===== src/rtl/fetch_unit_pkg.sv =====
// Shared types and constants for the instruction-fetch sequencer.
package fetch_unit_pkg;

    localparam int          INSTR_W          = 16;
    localparam logic [15:0] RESET_PC_DEFAULT = 16'h0000;

    typedef enum logic {
        ST_RUN    = 1'b0,
        ST_HALTED = 1'b1
    } fetch_state_e;

    typedef struct packed {
        logic [15:0]        pc;
        logic [INSTR_W-1:0] instr;
    } fetch_entry_t;

endpackage


===== src/rtl/fetch_unit_if.sv =====
// Instruction-memory request/response bus between the fetch unit and imem.
interface fetch_unit_if;
    import fetch_unit_pkg::*;

    logic               req;
    logic [15:0]        addr;
    logic               ready;
    logic [INSTR_W-1:0] rdata;

    modport master (
        output req,
        output addr,
        input  ready,
        input  rdata
    );

    modport slave (
        input  req,
        input  addr,
        output ready,
        output rdata
    );

endinterface


===== src/rtl/fetch_buf.sv =====
// Two-entry {pc, instr} FIFO between fetch and decode; flush wins over push/pop.
module fetch_buf
    import fetch_unit_pkg::*;
(
    input  logic         clk,
    input  logic         rst,
    input  logic         flush,
    input  logic         push,
    input  logic         pop,
    input  fetch_entry_t push_data,
    output fetch_entry_t head,
    output logic [1:0]   count
);
    fetch_entry_t entry_q [2];
    logic         wr_ptr_q;
    logic         rd_ptr_q;
    logic [1:0]   count_q;
    logic         pop_ok;
    logic         push_ok;

    // A push into a full buffer is accepted only when the head leaves in the same edge.
    assign pop_ok  = pop && (count_q != 2'd0);
    assign push_ok = push && ((count_q != 2'd2) || pop_ok);

    always_ff @(posedge clk or negedge rst) begin
        if (!rst) begin
            entry_q[0] <= '0;
            entry_q[1] <= '0;
            wr_ptr_q   <= 1'b0;
            rd_ptr_q   <= 1'b0;
            count_q    <= 2'd0;
        end else if (flush) begin
            wr_ptr_q <= 1'b0;
            rd_ptr_q <= 1'b0;
            count_q  <= 2'd0;
        end else begin
            if (push_ok) begin
                entry_q[wr_ptr_q] <= push_data;
                wr_ptr_q          <= ~wr_ptr_q;
            end
            if (pop_ok) begin
                rd_ptr_q <= ~rd_ptr_q;
            end
            count_q <= count_q + {1'b0, push_ok} - {1'b0, pop_ok};
        end
    end

    assign head  = entry_q[rd_ptr_q];
    assign count = count_q;

endmodule


===== src/rtl/rca_16b.sv =====
// 16-bit ripple-carry adder; carry out of the MSB is not needed by its users.
module rca_16b (
    input  logic [15:0] a,
    input  logic [15:0] b,
    input  logic        cin,
    output logic [15:0] sum
);
    logic [15:0] carry;

    assign carry[0] = cin;

    for (genvar i = 0; i < 16; i++) begin : g_bit
        assign sum[i] = a[i] ^ b[i] ^ carry[i];
        if (i < 15) begin : g_carry
            assign carry[i+1] = (a[i] & b[i]) | (carry[i] & (a[i] ^ b[i]));
        end
    end

endmodule


===== src/rtl/fetch_unit.sv =====
// Instruction-fetch sequencer: owns the PC, issues imem requests, buffers results for decode.
//   state     | meaning
//   ST_RUN    | fetching; redirects and completions update pc and the buffer
//   ST_HALTED | stopped until reset; only an outstanding request is allowed to finish
module fetch_unit
    import fetch_unit_pkg::*;
#(
    parameter logic [15:0] RESET_PC = RESET_PC_DEFAULT
) (
    input  logic               clk,
    input  logic               rst,
    fetch_unit_if.master       imem,
    input  logic               redirect_valid,
    input  logic [15:0]        redirect_pc,
    input  logic               stall,
    input  logic               halt,
    output logic               instr_valid,
    output logic [INSTR_W-1:0] instr,
    output logic [15:0]        instr_pc,
    output logic [15:0]        instr_pc_plus2,
    output logic               halted
);
    fetch_state_e state_q, state_d;
    logic [15:0]  pc_q, pc_d;
    logic [15:0]  addr_q, addr_d;
    logic         req_q, req_d;
    logic         drop_q, drop_d;

    logic         complete;
    logic         hold;
    logic         flush;
    logic         push;
    logic         pop;
    logic [1:0]   count_after;
    logic [1:0]   buf_count;
    fetch_entry_t buf_head;
    fetch_entry_t push_entry;
    logic [15:0]  pc_plus2;
    logic [15:0]  head_pc_plus2;

    rca_16b u_pc_inc (
        .a   (pc_q),
        .b   (16'd2),
        .cin (1'b0),
        .sum (pc_plus2)
    );

    rca_16b u_link_inc (
        .a   (buf_head.pc),
        .b   (16'd2),
        .cin (1'b0),
        .sum (head_pc_plus2)
    );

    fetch_buf u_buf (
        .clk       (clk),
        .rst       (rst),
        .flush     (flush),
        .push      (push),
        .pop       (pop),
        .push_data (push_entry),
        .head      (buf_head),
        .count     (buf_count)
    );

    assign complete   = req_q && imem.ready;
    assign hold       = req_q && !imem.ready;
    assign push_entry = '{pc: addr_q, instr: imem.rdata};
    assign pop        = instr_valid && !stall;

    always_comb begin
        state_d     = state_q;
        pc_d        = pc_q;
        addr_d      = addr_q;
        req_d       = req_q;
        drop_d      = drop_q;
        flush       = 1'b0;
        push        = 1'b0;
        count_after = buf_count;

        case (state_q)
            ST_RUN: begin
                if (halt) begin
                    state_d = ST_HALTED;
                    flush   = 1'b1;
                    req_d   = hold;
                    drop_d  = 1'b0;
                end else if (redirect_valid) begin
                    flush  = 1'b1;
                    pc_d   = redirect_pc;
                    // An unfinished request keeps its address; its data is thrown away later.
                    drop_d = hold;
                    req_d  = 1'b1;
                    if (!hold) begin
                        addr_d = redirect_pc;
                    end
                end else begin
                    if (complete) begin
                        drop_d = 1'b0;
                        if (!drop_q) begin
                            push = 1'b1;
                            pc_d = pc_plus2;
                        end
                    end
                    count_after = buf_count + {1'b0, push} - {1'b0, pop};
                    if (hold) begin
                        req_d = 1'b1;
                    end else if (count_after < 2'd2) begin
                        req_d  = 1'b1;
                        addr_d = pc_d;
                    end else begin
                        req_d = 1'b0;
                    end
                end
            end
            ST_HALTED: begin
                req_d  = hold;
                drop_d = 1'b0;
            end
            default: begin
                state_d = ST_HALTED;
                req_d   = 1'b0;
            end
        endcase
    end

    always_ff @(posedge clk or negedge rst) begin
        if (!rst) begin
            state_q <= ST_RUN;
            pc_q    <= RESET_PC;
            addr_q  <= '0;
            req_q   <= 1'b0;
            drop_q  <= 1'b0;
        end else begin
            state_q <= state_d;
            pc_q    <= pc_d;
            addr_q  <= addr_d;
            req_q   <= req_d;
            drop_q  <= drop_d;
        end
    end

    assign imem.req  = req_q;
    assign imem.addr = addr_q;

    // Decode-facing fields read as zero whenever nothing is buffered.
    assign instr_valid    = (buf_count != 2'd0);
    assign instr          = instr_valid ? buf_head.instr : '0;
    assign instr_pc       = instr_valid ? buf_head.pc : '0;
    assign instr_pc_plus2 = instr_valid ? head_pc_plus2 : '0;
    assign halted         = (state_q == ST_HALTED);

endmodule


===== src/flat_wrapper.sv =====
// flat-port wrapper written by rule: the top's interface ports become plain ports
module fetch_unit_flat import fetch_unit_pkg::*;
#(
    parameter logic [15:0] RESET_PC = RESET_PC_DEFAULT
)
  (clk, rst, redirect_valid, redirect_pc, stall, halt, instr_valid, instr, instr_pc, instr_pc_plus2, halted, imem_req, imem_addr, imem_ready, imem_rdata);
  fetch_unit_if imem_i ();
  input  logic clk;
  input  logic rst;
  input  logic redirect_valid;
  input  logic [15:0] redirect_pc;
  input  logic stall;
  input  logic halt;
  output logic instr_valid;
  output logic [INSTR_W-1:0] instr;
  output logic [15:0] instr_pc;
  output logic [15:0] instr_pc_plus2;
  output logic halted;
  output wire logic [$bits(imem_i.req)-1:0] imem_req;
  output wire logic [$bits(imem_i.addr)-1:0] imem_addr;
  input wire logic [$bits(imem_i.ready)-1:0] imem_ready;
  input wire logic [$bits(imem_i.rdata)-1:0] imem_rdata;
  assign imem_req = imem_i.req;
  assign imem_addr = imem_i.addr;
  assign imem_i.ready = imem_ready;
  assign imem_i.rdata = imem_rdata;
  fetch_unit #(.RESET_PC(RESET_PC)) u_core (.clk(clk), .rst(rst), .imem(imem_i), .redirect_valid(redirect_valid), .redirect_pc(redirect_pc), .stall(stall), .halt(halt), .instr_valid(instr_valid), .instr(instr), .instr_pc(instr_pc), .instr_pc_plus2(instr_pc_plus2), .halted(halted));
endmodule

===== config.mk =====
export PLATFORM = sky130hd
export DESIGN_NAME = fetch_unit_flat
export DESIGN_NICKNAME = d
export VERILOG_FILES = /design/src/rtl/fetch_unit_pkg.sv /design/src/rtl/fetch_unit_if.sv /design/src/rtl/fetch_buf.sv /design/src/rtl/rca_16b.sv /design/src/rtl/fetch_unit.sv /design/src/flat_wrapper.sv
export SDC_FILE = /design/constraint.sdc
export NUM_CORES = 1
export LEC_CHECK = 0
export ABC_CLOCK_PERIOD_IN_PS = 5350
export CAP_MARGIN = 30
export CORE_ASPECT_RATIO = 1.5
export CORE_MARGIN = 10
export CORE_UTILIZATION = 49
export DETAILED_ROUTE_END_ITERATION = 8
export PLACE_DENSITY_LB_ADDON = 0.05
export SLEW_MARGIN = 10
export SYNTH_ARGS = -nofsm -noshare
export SYNTH_HDL_FRONTEND = slang
export SYNTH_SLANG_ARGS = --single-unit

===== constraint.sdc =====
create_clock -name clk -period 5.35 [get_ports clk]
set_input_delay 1.07 -clock clk [delete_from_list [all_inputs] [get_ports clk]]
set_output_delay 1.07 -clock clk [all_outputs]
set_load 0.05 [all_outputs]

; Word-level counts from Yosys, hierarchy flattened
; Cells that the tools add are included.
[word_totals]
regBits = 103
in_bits = 38
output_inout_bits = 67
elab_cells = 145
[classes]
n_addsub = 4
n_lt_le_gt_ge = 4
eq_ne = 2
mux = 43
bitwise = 64
n_reduce_logical = 16
[op_table]
columns = cell, count
row1 = 16-bit two-way mux, 10
row2 = 32-bit two-way mux, 4
row3 = 64-bit bitwise mux, 1
row4 = 32-bit demux with 1-bit select, 1
row5 = 1-bit bitwise XOR, 28
row6 = 1-bit AND, 26
row7 = 1-bit two-way mux, 24
row8 = 1-bit inverter, 8
row9 = 2-bit nonzero test, 4
row10 = 1-bit logical AND, 6
row11 = 2-bit by 1-bit adder with 2-bit output, 2
row12 = 2-bit greater-or-equal comparator (second input constant), 2
row13 = 4-bit by 3-bit != test with 1-bit output (second input constant), 1
row14 = 1-bit inverter with 2-bit output, 2
row15 = 1-bit case mux with 2 select lines, 2
row16 = 2-bit AND reduction, 2
row17 = 4-bit AND reduction, 1
row18 = 2-bit by 1-bit subtractor with 2-bit output, 2
row19 = 1-bit logical NOT, 2
row20 = 2-bit by 1-bit less-than comparator with 1-bit output (second input constant), 1
row21 = 2-bit less-than comparator (second input constant), 1
row22 = 2-bit two-way mux, 1
row23 = 2-bit != test (second input constant), 1
row24 = 1-bit logical OR, 1

; Depth between registers and ports, before layout
; Gate-level depths: netlist of the first run.
[logic_depth]
depth_word = 19
ltp_mapped = 18
mapped_depth_nobuf = 17

; By module
; Synthesis of the first run repeated with hierarchy kept, for this count alone.
[unflattened]
hier_cells = 413
hier_area_um2 = 5901.9
[by_module_without_submodules]
columns = module, n_inst, cells_each, area_per_inst_um2, seq_area_each_um2
row1 = fetch_buf, 1, 193, 3096.7, 1701.6
row2 = fetch_unit, 1, 178, 2119.5, 875.8
row3 = rca_16b, 2, 21, 342.8, 0.0

; Least setup slack after synthesis of the first run
; No wires, ideal clock.
[synth_path]
path_kind = reg-to-output
startpoint = reg u_core.u_buf.rd_ptr_q
endpoint = out instr_pc_plus2[15]
arrival_time_ns = 4.215
required_time_ns = 4.280
path_slack_ns = 0.065
path_stages_with_launch = 19
path_buffers = 2
path_cell_list = dfrtp_1 buf_2 clkbuf_1 mux2_2 ha_1 ha_1 ha_1 ha_1 ha_1 ha_1 ha_1 ha_1 ha_1 ha_1 ha_1 ha_1 ha_1 xor2_1 nor2_1
[synth_between]
elab_chain_cells = 19
[synth_rtl]
columns = element, line
row1 = from (decl), fetch_buf.sv:16  ; logic rd_ptr_q;
row2 = from (signal assigned), fetch_buf.sv:42  ; rd_ptr_q <= ~rd_ptr_q;
row3 = 1-bit inverter with 2-bit output (implied by the code) (*), fetch_buf.sv:48  ; assign head = entry_q[rd_ptr_q];
row4 = 32-bit two-way mux (implied by the code) (*) (3 in a row), fetch_buf.sv:48
row5 = 1-bit AND (13 in a row), rca_16b.sv:15  ; assign carry[i+1] = (a[i] & b[i]) | (carry[i] & (a[i] ^ b[i]));
row6 = 1-bit bitwise XOR (*), rca_16b.sv:13  ; assign sum[i] = a[i] ^ b[i] ^ carry[i];
row7 = 16-bit two-way mux (*), fetch_unit.sv:150  ; assign instr_pc_plus2 = instr_valid ? head_pc_plus2 : '0;
row8 = to (decl), flat_wrapper.sv:17  ; output logic [15:0] instr_pc_plus2;
; Mark *: on every way between the ends. The rest lies on a longest branch, timed or not. The select of a mux whose other input is x is not followed.

; Worst setup path after layout of the first run
; Same ends and word-level chain as after synthesis.

==> reports/metrics.yaml, run 1 <==
outcome:
  outcome: "completed"
detailed_routing:
  dr.pass1.iters: 4
  dr_wl_met2_um: 6420
  met1Wirelength_um: 4820
  ant_nets: 0
  via_per_inst: 5.22
  postRouteWirelength_um: 11900
  top_layer_used: "met4"
  vias: 3495
  route.met3.wl_um: 492
  remaining_drc_errors: 0
  first_iter_violations: 70
  post_drt_wl_per_cell_um: 17.8
sta:
  timing.slew.headroom_pct: 46.5
  fin_crit_sh_pct: 96.2
  skew_ns: 0.00571
  fmax_mhz: 194
  hold_viol: 0
  finalSetupViolCount: 0
  tns_ns: 0
  setup_slack_ns: 0.203
  slew_viol_final: 0
  worstMarginPinSlew_ns: 0.802
  min_period_ns: 5.15
  rsz0062_at_grt: "no"
floorplanning:
  core_um2: 10600
  die_width_um: 105
  io_pins: 105
  rows: 46
  start_util_pct: 50.2
  die_area_um2: 15600
  die_y_um: 148
clock_tree:
  cts_htree_levels: 3
  post_cts_buffers: 0
  clock_tree.root_cell: "clkbuf_16"
  cts_tree: "built"
  cts_sinks: 103
  cts_hold_buffers: 0
  numCtsBuffers: 9
  clock_latency_ns: 0.34
  clk_pin_slew_ns: 0.07
  cts_resized: 0
  clockBufferDepth: 2
pwr:
  p_leak_nw: 3.43
  internal_power_mw: 1.43
  powerDensity_nw_per_um2: 299
  p_seq_share_pct: 42.3
  swShare_pct: 30.5
  switchingPower_uw: 627
  p_clk_share_pct: 33.1
  ir_worst_vdd_mv: 0.204
  combPwrFrac_pct: 24.6
setup_path:
  cp.arrival_ns: 4.08
  cp-start-kind: "flip-flop"
  critical_path_class: "flip-flop to output pin"
  crit_chain: "mux2_2 -> ha_1 -> ha_1 -> ha_1 -> ha_1 -> ha_1 -> ha_1 -> ha_1 -> ha_1 -> ha_1 -> ha_1 -> ha_1 -> ha_1 -> ha_1 -> xor2_1 -> nor2_1 -> buf_12"
  path_max_fanout: 5
  cp-end-kind: "output pin"
  critPathSlowestCell: "dfrtp_2"
  worst_path_largest_cell_delay_ns: 0.41
  cp_common_cell: "ha_1"
  critPathRequiredTime_ns: 4.28
grt:
  grt_pass1_wl_um: 19500
  grt_pass1_vias: 3754
  grt_max_degree: 64
  grt_usage_pct: 15.5
  grt_overflow_total: 0
  grt_antenna_before_repair: 0
synth:
  ys_seq_elements: 103
  synthCells: 422
  seq_area_frac_synth_pct: 48.2
  syn_area_per_cell_um2: 12.7
  synth_top_family_by_area: "multiplexers"
  yosysTopAreaCell: "dfrtp_1"
  synth.area.mux_share_pct: 29.6
  synth_compound_area_share_pct: 2.93
  ys_warn_count: 0
  syn-num-nets: 488
  synthesis.area_um2: 5350
  netlist.area_leader.share_pct: 48.2
  yosys.area_share.adder_pct: 6.55
  synth_simple_gate_area_share_pct: 8.54
  synth_cell_types: 31
  synthTopCellsByArea: "dfrtp_1 48%, mux2_2 23%, ha_1 6.6%"
  synthXorXnorAreaFrac_pct: 1.15
cells_and_area:
  areaGrowthSynthToFinish_pct: 28.6
  drive_gt1_share_pct: 28.2
  nets: 586
  n_antenna_cell: 0
job:
  drv_cap: 0
place:
  dp_hpwl_um: 8870
  port_buffers: 104
  place_ws_ns: 0.555
  place_congestion: 0.821
worst_hold_path:
  min_path_type: "flip-flop to flip-flop"
-- metal layers --
layer  GRT usage, %  vias to the layer above
li1               -                     1673
met5              0                        -
met3           3.26                       15
met2           27.5                       66
met1           17.5                     1741
met4           6.40                        0
-- placed cells by master (no fill, tap or decap), types with 3 or more instances in the layout --
cell,netlist,routed
nor2_4,2,3
o21ai_0,18,18
nor2b_1,30,30
clkdlybuf4s50_1,0,96
clkbuf_1,7,3
xor2_1,5,5
mux2_1,3,3
nand2_1,21,21
clkbuf_16,0,9
ha_1,28,28
mux2i_1,32,32
buf_4,2,9
buf_12,0,6
nor2_1,27,26
dfrtp_1,103,102
a21oi_1,3,3
mux2_2,109,109
-- cells in the mapped netlist, drive strengths merged --
library cell and count:
nand4b 1, nor3 1, ha 28, o21ai 18, clkdlybuf4s15 1, or2b 1, mux2 112, inv 2
o211ai 2, and2b 2, o2111ai 1, a21oi 3, dfrtp 103, xor2 5, buf 17, nor2 29
clkbuf 7, and4bb 1, nand2 21, xnor2 2, a211oi 1, mux2i 32, nor2b 30, nand3b 1
and3 1
-- area by class of cell --
cell class / instances / area, µm²
clock buffer: 12 / 236
clock inverter: 4 / 70.1
multi-input combinational: 292 / 2630
timing repair buffer: 112 / 1180
sequential: 103 / 2580
tap: 144 / 180
fill: 869 / 3770
inverter: 2 / 7.51
-- registers in the layout, indices dropped and copies added, names as in the netlist --
signal / count
u_core.drop_q: 1
u_core.imem.req: 1
u_core.halted: 1
u_core.pc_q: 16
u_core.imem.addr: 16
u_core.u_buf.count: 2
u_core.u_buf.rd_ptr_q: 1
u_core.u_buf.wr_ptr_q: 1
u_core.u_buf.entry_q: 64
-- critical path: cells and delay by family (launching register included) --
kind | cells | cell delay, ns
fa+ha+maj | 13 | 2.46
flops | 1 | 0.41
mux | 1 | 0.37
simple gates | 1 | 0.18
buf+inv | 1 | 0.16
xor+xnor | 1 | 0.15
-- stage by stage --
stage                     power (mW)  utilization (%)  hold WS [ns]  cells  cell area, µm²
after floorplan                 1.21                -         0.457    422            5350
after global placement          1.37             61.2         0.469    651            6520
after detailed placement        1.40             61.7         0.479    653            6570
after CTS                       2.09             64.6         0.494    669            6870
after global routing            2.15             64.6         0.512    669            6870
final                           2.06             64.6         0.490    669            6870
-- cell families after synthesis --
logic type / Yosys count
flip-flops: 103
buffers and inverters: 27
XOR/XNOR: 7
multiplexers: 144
AND/OR/NAND/NOR: 88
AO/OA/AOI/OAI: 25
adder cells (fa/ha/maj): 28
-- worst paths after layout --
check / start / end / slack (ns) / cells after the start
max: u_core.u_buf.rd_ptr_q / instr_pc_plus2[15] / 0.20 / 17
min: u_core.u_buf.entry_q[39] / u_core.u_buf.entry_q[39] / 0.49 / 1
max reg2reg: u_core.pc_q[1] / u_core.imem.addr[15] / 1.49 / 17
min reg2reg: u_core.u_buf.entry_q[39] / u_core.u_buf.entry_q[39] / 0.49 / 1
max in group asynchronous: rst / u_core.u_buf.rd_ptr_q / 3.49 / 2
min in group asynchronous: rst / u_core.u_buf.entry_q[2] / 0.82 / 1
-- power by group through the flow --
| stage | clock network, mW | logic (mW) | registers [mW] |
|---|---|---|---|
| detailed placement | 0 | 0.516 | 0.887 |
| global route | 0.731 | 0.547 | 0.876 |
| finish | 0.680 | 0.506 | 0.871 |
| floorplan | 0 | 0.303 | 0.907 |
| global placement | 0 | 0.491 | 0.884 |
| CTS | 0.695 | 0.519 | 0.872 |
Power figures use the tool's default switching activity.
==> run 2, diff against run 1 <==
--- a/config.mk
+++ b/config.mk
@@ -6,7 +6,7 @@
 export NUM_CORES = 1
 export LEC_CHECK = 0
 export ABC_CLOCK_PERIOD_IN_PS = 5350
-export CAP_MARGIN = 30
+export CAP_MARGIN = 10
 export CORE_ASPECT_RATIO = 1.5
 export CORE_MARGIN = 10
 export CORE_UTILIZATION = 49
==> run 2 against run 1 <==
Against the previous run:
- die area unchanged
- critical path depth unchanged
- sequential power about the same
- critical path type unchanged
- clock-buffer cell count down 1
- critical endpoint unchanged
- core utilization down 0.25 points
- design area down 0.38%
- highest routed layer unchanged
- register-to-register slack better by 0.02 ns
- flip-flop and latch count unchanged
==> reports/metrics.yaml, run 2 (synthesized netlist as in run 1, its figures left out) <==
pwr:
  p_leak_nw: 3.42  # -0.33%
  power_mw: 2.08  # +1.3%
  ir_worst_vdd_mv: 0.217  # +6.4%
  switchingPower_uw: 626  # -0.16%
  powerDensity_nw_per_um2: 304  # +1.7%
  p_clk_share_pct: 34.8  # +1.7 points
  swShare_pct: 30.0  # -0.45 points
  combPwrFrac_pct: 23.5  # -1.1 points
  p_seq_share_pct: 41.8  # -0.5 points
  internal_power_mw: 1.46  # +2.0%
place:
  dp_hpwl_um: 8720  # -1.6%
  dpl_cell_area_um2: 6520  # -0.72%
  port_buffers: 104  # unchanged
  place_ws_ns: 0.550  # -0.00469 ns
  place_congestion: 0.821  # unchanged
setup_path:
  cp-end-kind: "output pin"
  critPathSlowestCell: "dfrtp_2"
  cp_common_cell: "ha_1"
  worst_path_largest_cell_delay_ns: 0.42  # about the same
  cp.arrival_ns: 4.08  # about the same
  crit_path_start: "u_core.u_buf.rd_ptr_q"
  critical_path_class: "flip-flop to output pin"
  rr_startpoint: "u_core.pc_q[1]"
  crit_chain: "mux2_2 -> ha_1 -> ha_1 -> ha_1 -> ha_1 -> ha_1 -> ha_1 -> ha_1 -> ha_1 -> ha_1 -> ha_1 -> ha_1 -> ha_1 -> ha_1 -> xor2_1 -> nor2_1 -> buf_12"
  reg2reg_slack_ns: 1.51  # +0.02 ns
  critPathRequiredTime_ns: 4.28  # about the same
  path_max_fanout: 5  # unchanged
  cp-start-kind: "flip-flop"
clock_tree:
  clock_latency_ns: 0.34  # about the same
  clock_tree.root_cell: "clkbuf_16"
  clk_pin_slew_ns: 0.07  # about the same
  cts_htree_levels: 3  # unchanged
  numCtsBuffers: 9  # unchanged
  cts_tree: "built"
  cts_sinks: 103  # unchanged
  cts_resized: 0  # unchanged
  clockBufferDepth: 2  # unchanged
  post_cts_buffers: 0  # unchanged
  cts_hold_buffers: 0  # unchanged
sta:
  finalSetupViolCount: 0  # unchanged
  slew_viol_final: 0  # unchanged
  fmax_mhz: 194  # about the same
  finalHoldWorstSlack_ns: 0.491  # +0.00124 ns
  rsz0062_at_grt: "no"
  tns_ns: 0  # unchanged
  setup_slack_ns: 0.203  # +0.000466 ns
  hold_viol: 0  # unchanged
  worstMarginPinSlew_ns: 1.13  # +0.325 ns
  min_period_ns: 5.15  # -0.000466 ns
  fin_crit_sh_pct: 96.2  # about the same
  timing.slew.headroom_pct: 24.7  # -22 points
  skew_ns: 0.00613  # +0.000427 ns
grt:
  grt_max_degree: 64  # unchanged
  grt_pass1_vias: 3779  # +0.67%
  grt_pass1_wl_um: 19500  # +0.22%
  grt_usage_pct: 15.5  # +0.048 points
  grt_antenna_before_repair: 0  # unchanged
  grt_overflow_total: 0  # unchanged
floorplanning:
  die_width_um: 105  # unchanged
  die_y_um: 148  # unchanged
  io_pins: 105  # unchanged
  die_area_um2: 15600  # unchanged
  rows: 46  # unchanged
  start_util_pct: 50.2  # unchanged
  core_um2: 10600  # unchanged
detailed_routing:
  postRouteWirelength_um: 12000  # +0.49%
  vias: 3488  # -0.20%
  via_per_inst: 5.24  # +0.25%
  ant_nets: 0  # unchanged
  post_drt_wl_per_cell_um: 18.0  # +0.95%
  dr.pass1.iters: 4  # unchanged
  first_iter_violations: 93  # +33%
  remaining_drc_errors: 0  # unchanged
cells_and_area:
  n_antenna_cell: 0  # unchanged
  layout_common_cells: "109 x mux2_2, 102 x dfrtp_1, 96 x clkdlybuf4s50_1, 32 x mux2i_1, 30 x nor2b_1"
  nets: 584  # -0.34%
  layout_commonest_cell: "mux2_2"
  fill_cells: 854  # -1.7%
  drive_gt1_share_pct: 28.0  # -0.22 points
  largest_reg_flops: 64  # unchanged
  areaGrowthSynthToFinish_pct: 28.1
  top_register: "u_core.u_buf.entry_q"
  fin_area_um2: 6850  # -0.38%
outcome:
  outcome: "completed"
worst_hold_path:
  min_path_type: "flip-flop to flip-flop"
  min_from: "u_core.u_buf.entry_q[39]"
job:
  drv_cap: 0  # unchanged
==> run 2: cell types whose count changed in the layout (fill, tap and decap cells not counted) <==
| cell | delta |
|---|---|
| buf_12 | -1 |
| buf_16 | -1 |
| bufinv_16 | +1 |
| clkbuf_1 | -1 |
| clkinv_2 | -1 |
==> run 2: per-stage QoR <==
stage                     util (%)  cells
final                         64.3    666
after global routing          64.3    666
after CTS                     64.3    666
after detailed placement      61.2    651
after global placement        61.2    651
after floorplan                  -    422
==> run 2: routing by layer <==
layer	track usage, %	wire, µm	up-vias
met5	0	0	-
met4	5.58	238	0
met3	4.22	572	19
li1	-	-	1664
met2	27.8	6390	66
met1	17.1	4800	1739
==> run 2: final timing paths <==
kind	to	cells after the start
hold / removal	u_core.u_buf.entry_q[39]	1
hold reg to reg	u_core.u_buf.entry_q[39]	1
setup / recovery	instr_pc_plus2[15]	17
min in group asynchronous	u_core.u_buf.entry_q[2]	1
setup reg to reg	u_core.imem.addr[15]	17
max in group asynchronous	u_core.u_buf.rd_ptr_q	2
==> run 2: cell type report <==
class                   count  area (µm²)  share of cell area (%)
clock inverters             4        95.1                    1.39
flip-flops and latches    103        2580                    37.7
repair buffers            110        1130                    16.5
multi-input cells         292        2630                    38.3
clock buffers              11         233                    3.40
inverters                   2        7.51                   0.110
well taps                 144         180                    2.63
==> run 2: power groups by stage <==
stage / registers [mW] / clock network [mW] / logic, mW
5_1_grt: 0.876 / 0.774 / 0.531
2_1_floorplan: 0.907 / 0 / 0.303
6_report: 0.870 / 0.725 / 0.490
3_5_place_dp: 0.887 / 0 / 0.494
3_3_place_gp: 0.884 / 0 / 0.491
4_1_cts: 0.872 / 0.743 / 0.497
==> run 2: critical path: cells and delay by family (launching register included) <==
kind	cells	cell delay, ns
and+or+nand+nor	1	0.18
xor gates and xnor gates	1	0.15
muxes	1	0.37
adders and majority gates	13	2.42
buffers and inverters	1	0.17
DFF	1	0.42
==> run 3, diff against run 2 <==
--- a/config.mk
+++ b/config.mk
@@ -6,12 +6,13 @@
 export NUM_CORES = 1
 export LEC_CHECK = 0
 export ABC_CLOCK_PERIOD_IN_PS = 5350
-export CAP_MARGIN = 10
+export CAP_MARGIN = 20
 export CORE_ASPECT_RATIO = 1.5
 export CORE_MARGIN = 10
 export CORE_UTILIZATION = 49
 export DETAILED_ROUTE_END_ITERATION = 8
 export PLACE_DENSITY_LB_ADDON = 0.05
+export RECOVER_POWER = 100
 export SLEW_MARGIN = 10
 export SYNTH_ARGS = -nofsm -noshare
 export SYNTH_HDL_FRONTEND = slang
==> run 3 against run 2 <==
Against the previous run:
- the flow now finishes with violations (max-capacitance violations, max-slew violations)
- critical path depth unchanged
- critical endpoint unchanged
- highest routed layer unchanged
- sequential power shrank 0.5%
- via count grew 0.54%
==> reports/metrics.yaml, run 3 (synthesized netlist as in run 1, its figures left out) <==
outcome:
  outcome: "complete, but fails checks"
  violations: "max-capacitance violations, max-slew violations"
detailed_routing:
  postRouteWirelength_um: 12000  # unchanged
  post_drt_wl_per_cell_um: 18.0  # -0.15%
  dr.pass1.iters: 4  # unchanged
  ant_nets: 0  # unchanged
  first_iter_violations: 99  # +6.5%
  remaining_drc_errors: 0  # unchanged
  vias: 3507  # +0.54%
  via_per_inst: 5.26  # +0.39%
cells_and_area:
  drive_gt1_share_pct: 26.0  # -2.0 points
  fill_cells: 865  # +1.3%
  top_register: "u_core.u_buf.entry_q"
  final_core_util_pct: 63.9  # -0.45 points
  layout_common_cells: "109 x mux2_2, 103 x dfrtp_1, 61 x dlygate4sd3_1, 35 x clkdlybuf4s50_1, 32 x mux2i_1"
  layout_commonest_cell: "mux2_2"
  multi_input_area_um2: 2590  # -1.3%
  n_antenna_cell: 0  # unchanged
  nets: 585  # +0.17%
  largest_reg_flops: 64  # unchanged
  areaGrowthSynthToFinish_pct: 27.2
  regArea_um2: 2580  # about the same
sta:
  fin_crit_sh_pct: 97.1  # +0.88 points
  min_period_ns: 5.19  # +0.0473 ns
  skew_ns: 0.00500  # -0.00113 ns
  hold_viol: 0  # unchanged
  timing.slew.headroom_pct: -128  # -150 points
  tns_ns: 0  # unchanged
  worstMarginPinSlew_ns: 3.41  # +2.29 ns
  fmax_mhz: 193  # -0.91%
  rsz0062_at_grt: "no"
  slew_viol_final: 114  # +114
  finalSetupViolCount: 0  # unchanged
  setup_slack_ns: 0.156  # -0.0473 ns
setup_path:
  cp-end-kind: "output pin"
  cp-start-kind: "flip-flop"
  path_max_fanout: 5  # unchanged
  cp.arrival_ns: 4.12  # +0.04 ns
  critPathRequiredTime_ns: 4.28  # about the same
  critical_path_class: "flip-flop to output pin"
floorplanning:
  rows: 46  # unchanged
  io_pins: 105  # unchanged
  core_um2: 10600  # unchanged
  die_area_um2: 15600  # unchanged
  start_util_pct: 50.2  # unchanged
  die_width_um: 105  # unchanged
  die_y_um: 148  # unchanged
grt:
  grt_max_degree: 64  # unchanged
  grt_pass1_wl_um: 19500  # unchanged
  grt_antenna_before_repair: 0  # unchanged
  grt_pass1_vias: 3779  # unchanged
  grt_usage_pct: 15.5  # unchanged
  grt_overflow_total: 0  # unchanged
clock_tree:
  clock_tree.root_cell: "clkbuf_16"
  cts_tree: "built"
  clockBufferDepth: 2  # unchanged
  clock_latency_ns: 0.34  # about the same
  numCtsBuffers: 9  # unchanged
  cts_htree_levels: 3  # unchanged
  cts_sinks: 103  # unchanged
  clk_pin_slew_ns: 0.07  # about the same
  cts_resized: 0  # unchanged
  post_cts_buffers: 0  # unchanged
  cts_hold_buffers: 0  # unchanged
pwr:
  switchingPower_uw: 618  # -1.2%
  power_mw: 2.09  # +0.12%
  internal_power_mw: 1.47  # +0.68%
  powerDensity_nw_per_um2: 307  # +0.82%
  swShare_pct: 29.6  # -0.39 points
  p_seq_share_pct: 41.5  # -0.3 points
  ir_worst_vdd_mv: 0.218  # +0.34%
  p_leak_nw: 3.59  # +4.8%
  combPwrFrac_pct: 23.8  # +0.3 points
  p_clk_share_pct: 34.7  # about the same
place:
  port_buffers: 104  # unchanged
  place_congestion: 0.821  # unchanged
  place_ws_ns: 0.550  # unchanged
  dp_hpwl_um: 8720  # unchanged
job:
  drv_cap: 3  # +3
worst_hold_path:
  min_path_type: "flip-flop to flip-flop"
## run 3: cell types whose count changed in the layout (fill, tap and decap cells not counted), moves of 3 or more
cell | before | now
clkdlybuf4s50_1 | 96 | 35
dlygate4sd3_1 | 0 | 61
buf_4 | 9 | 2
clkbuf_1 | 2 | 8
nor2_4 | 3 | 0
## run 3: path summary, 6_finish.rpt
path,startpoint,end,slack [ns],cells past startpoint
worst max-delay path,u_core.u_buf.rd_ptr_q,instr_pc_plus2[15],0.16,17
worst min-delay path,u_core.u_buf.entry_q[39],u_core.u_buf.entry_q[39],0.49,1
worst max register to register,u_core.u_buf.count[0],u_core.imem.addr[0],1.09,7
worst min register to register,u_core.u_buf.entry_q[39],u_core.u_buf.entry_q[39],0.49,1
max in group asynchronous,rst,u_core.u_buf.entry_q[11],1.10,2
min in group asynchronous,rst,u_core.u_buf.entry_q[2],1.87,1
## run 3: cell type report
cell class,instances,share of cell area [%]
inverter,2,0.110
sequential,103,37.9
tap,144,2.65
timing repair buffer,111,16.4
multi-input combinational,292,38.1
clock inverter,4,1.40
clock buffer,11,3.42
## run 3: power by group through the flow
stage / combinational [mW] / clock [mW] / sequential (mW)
floorplan: 0.303 / 0 / 0.907
finish: 0.498 / 0.724 / 0.866
detailed placement: 0.494 / 0 / 0.887
global route: 0.541 / 0.774 / 0.870
global placement: 0.491 / 0 / 0.884
CTS: 0.497 / 0.743 / 0.872
## run 3: metrics by stage
stage / std cells / hold slack (ns) / area [µm²]
after floorplan: 422 / 0.457 / 5350
after detailed placement: 651 / 0.479 / 6520
after global placement: 651 / 0.469 / 6520
after CTS: 666 / 0.494 / 6850
final: 667 / 0.491 / 6800
after global routing: 667 / 0.516 / 6800
## run 3: layer usage
metal  vias to the layer above  GRT usage [%]  wire length (µm)
li1                       1664              -                 -
met5                         -              0                 0
met4                         0           5.58               238
met1                      1757           17.1              4710
met3                        19           4.22               574
met2                        67           27.8              6480
## run 3: critical path, stage by stage, from the launching register on
cell and delay, ns:
dfrtp_1 0.45, mux2_2 0.39, ha_1 0.20, ha_1 0.20, ha_1 0.18, ha_1 0.18
ha_1 0.19, ha_1 0.18, ha_1 0.20, ha_1 0.19, ha_1 0.18, ha_1 0.18
ha_1 0.18, ha_1 0.18, ha_1 0.19, xor2_1 0.15, nor2_1 0.18, buf_12 0.16
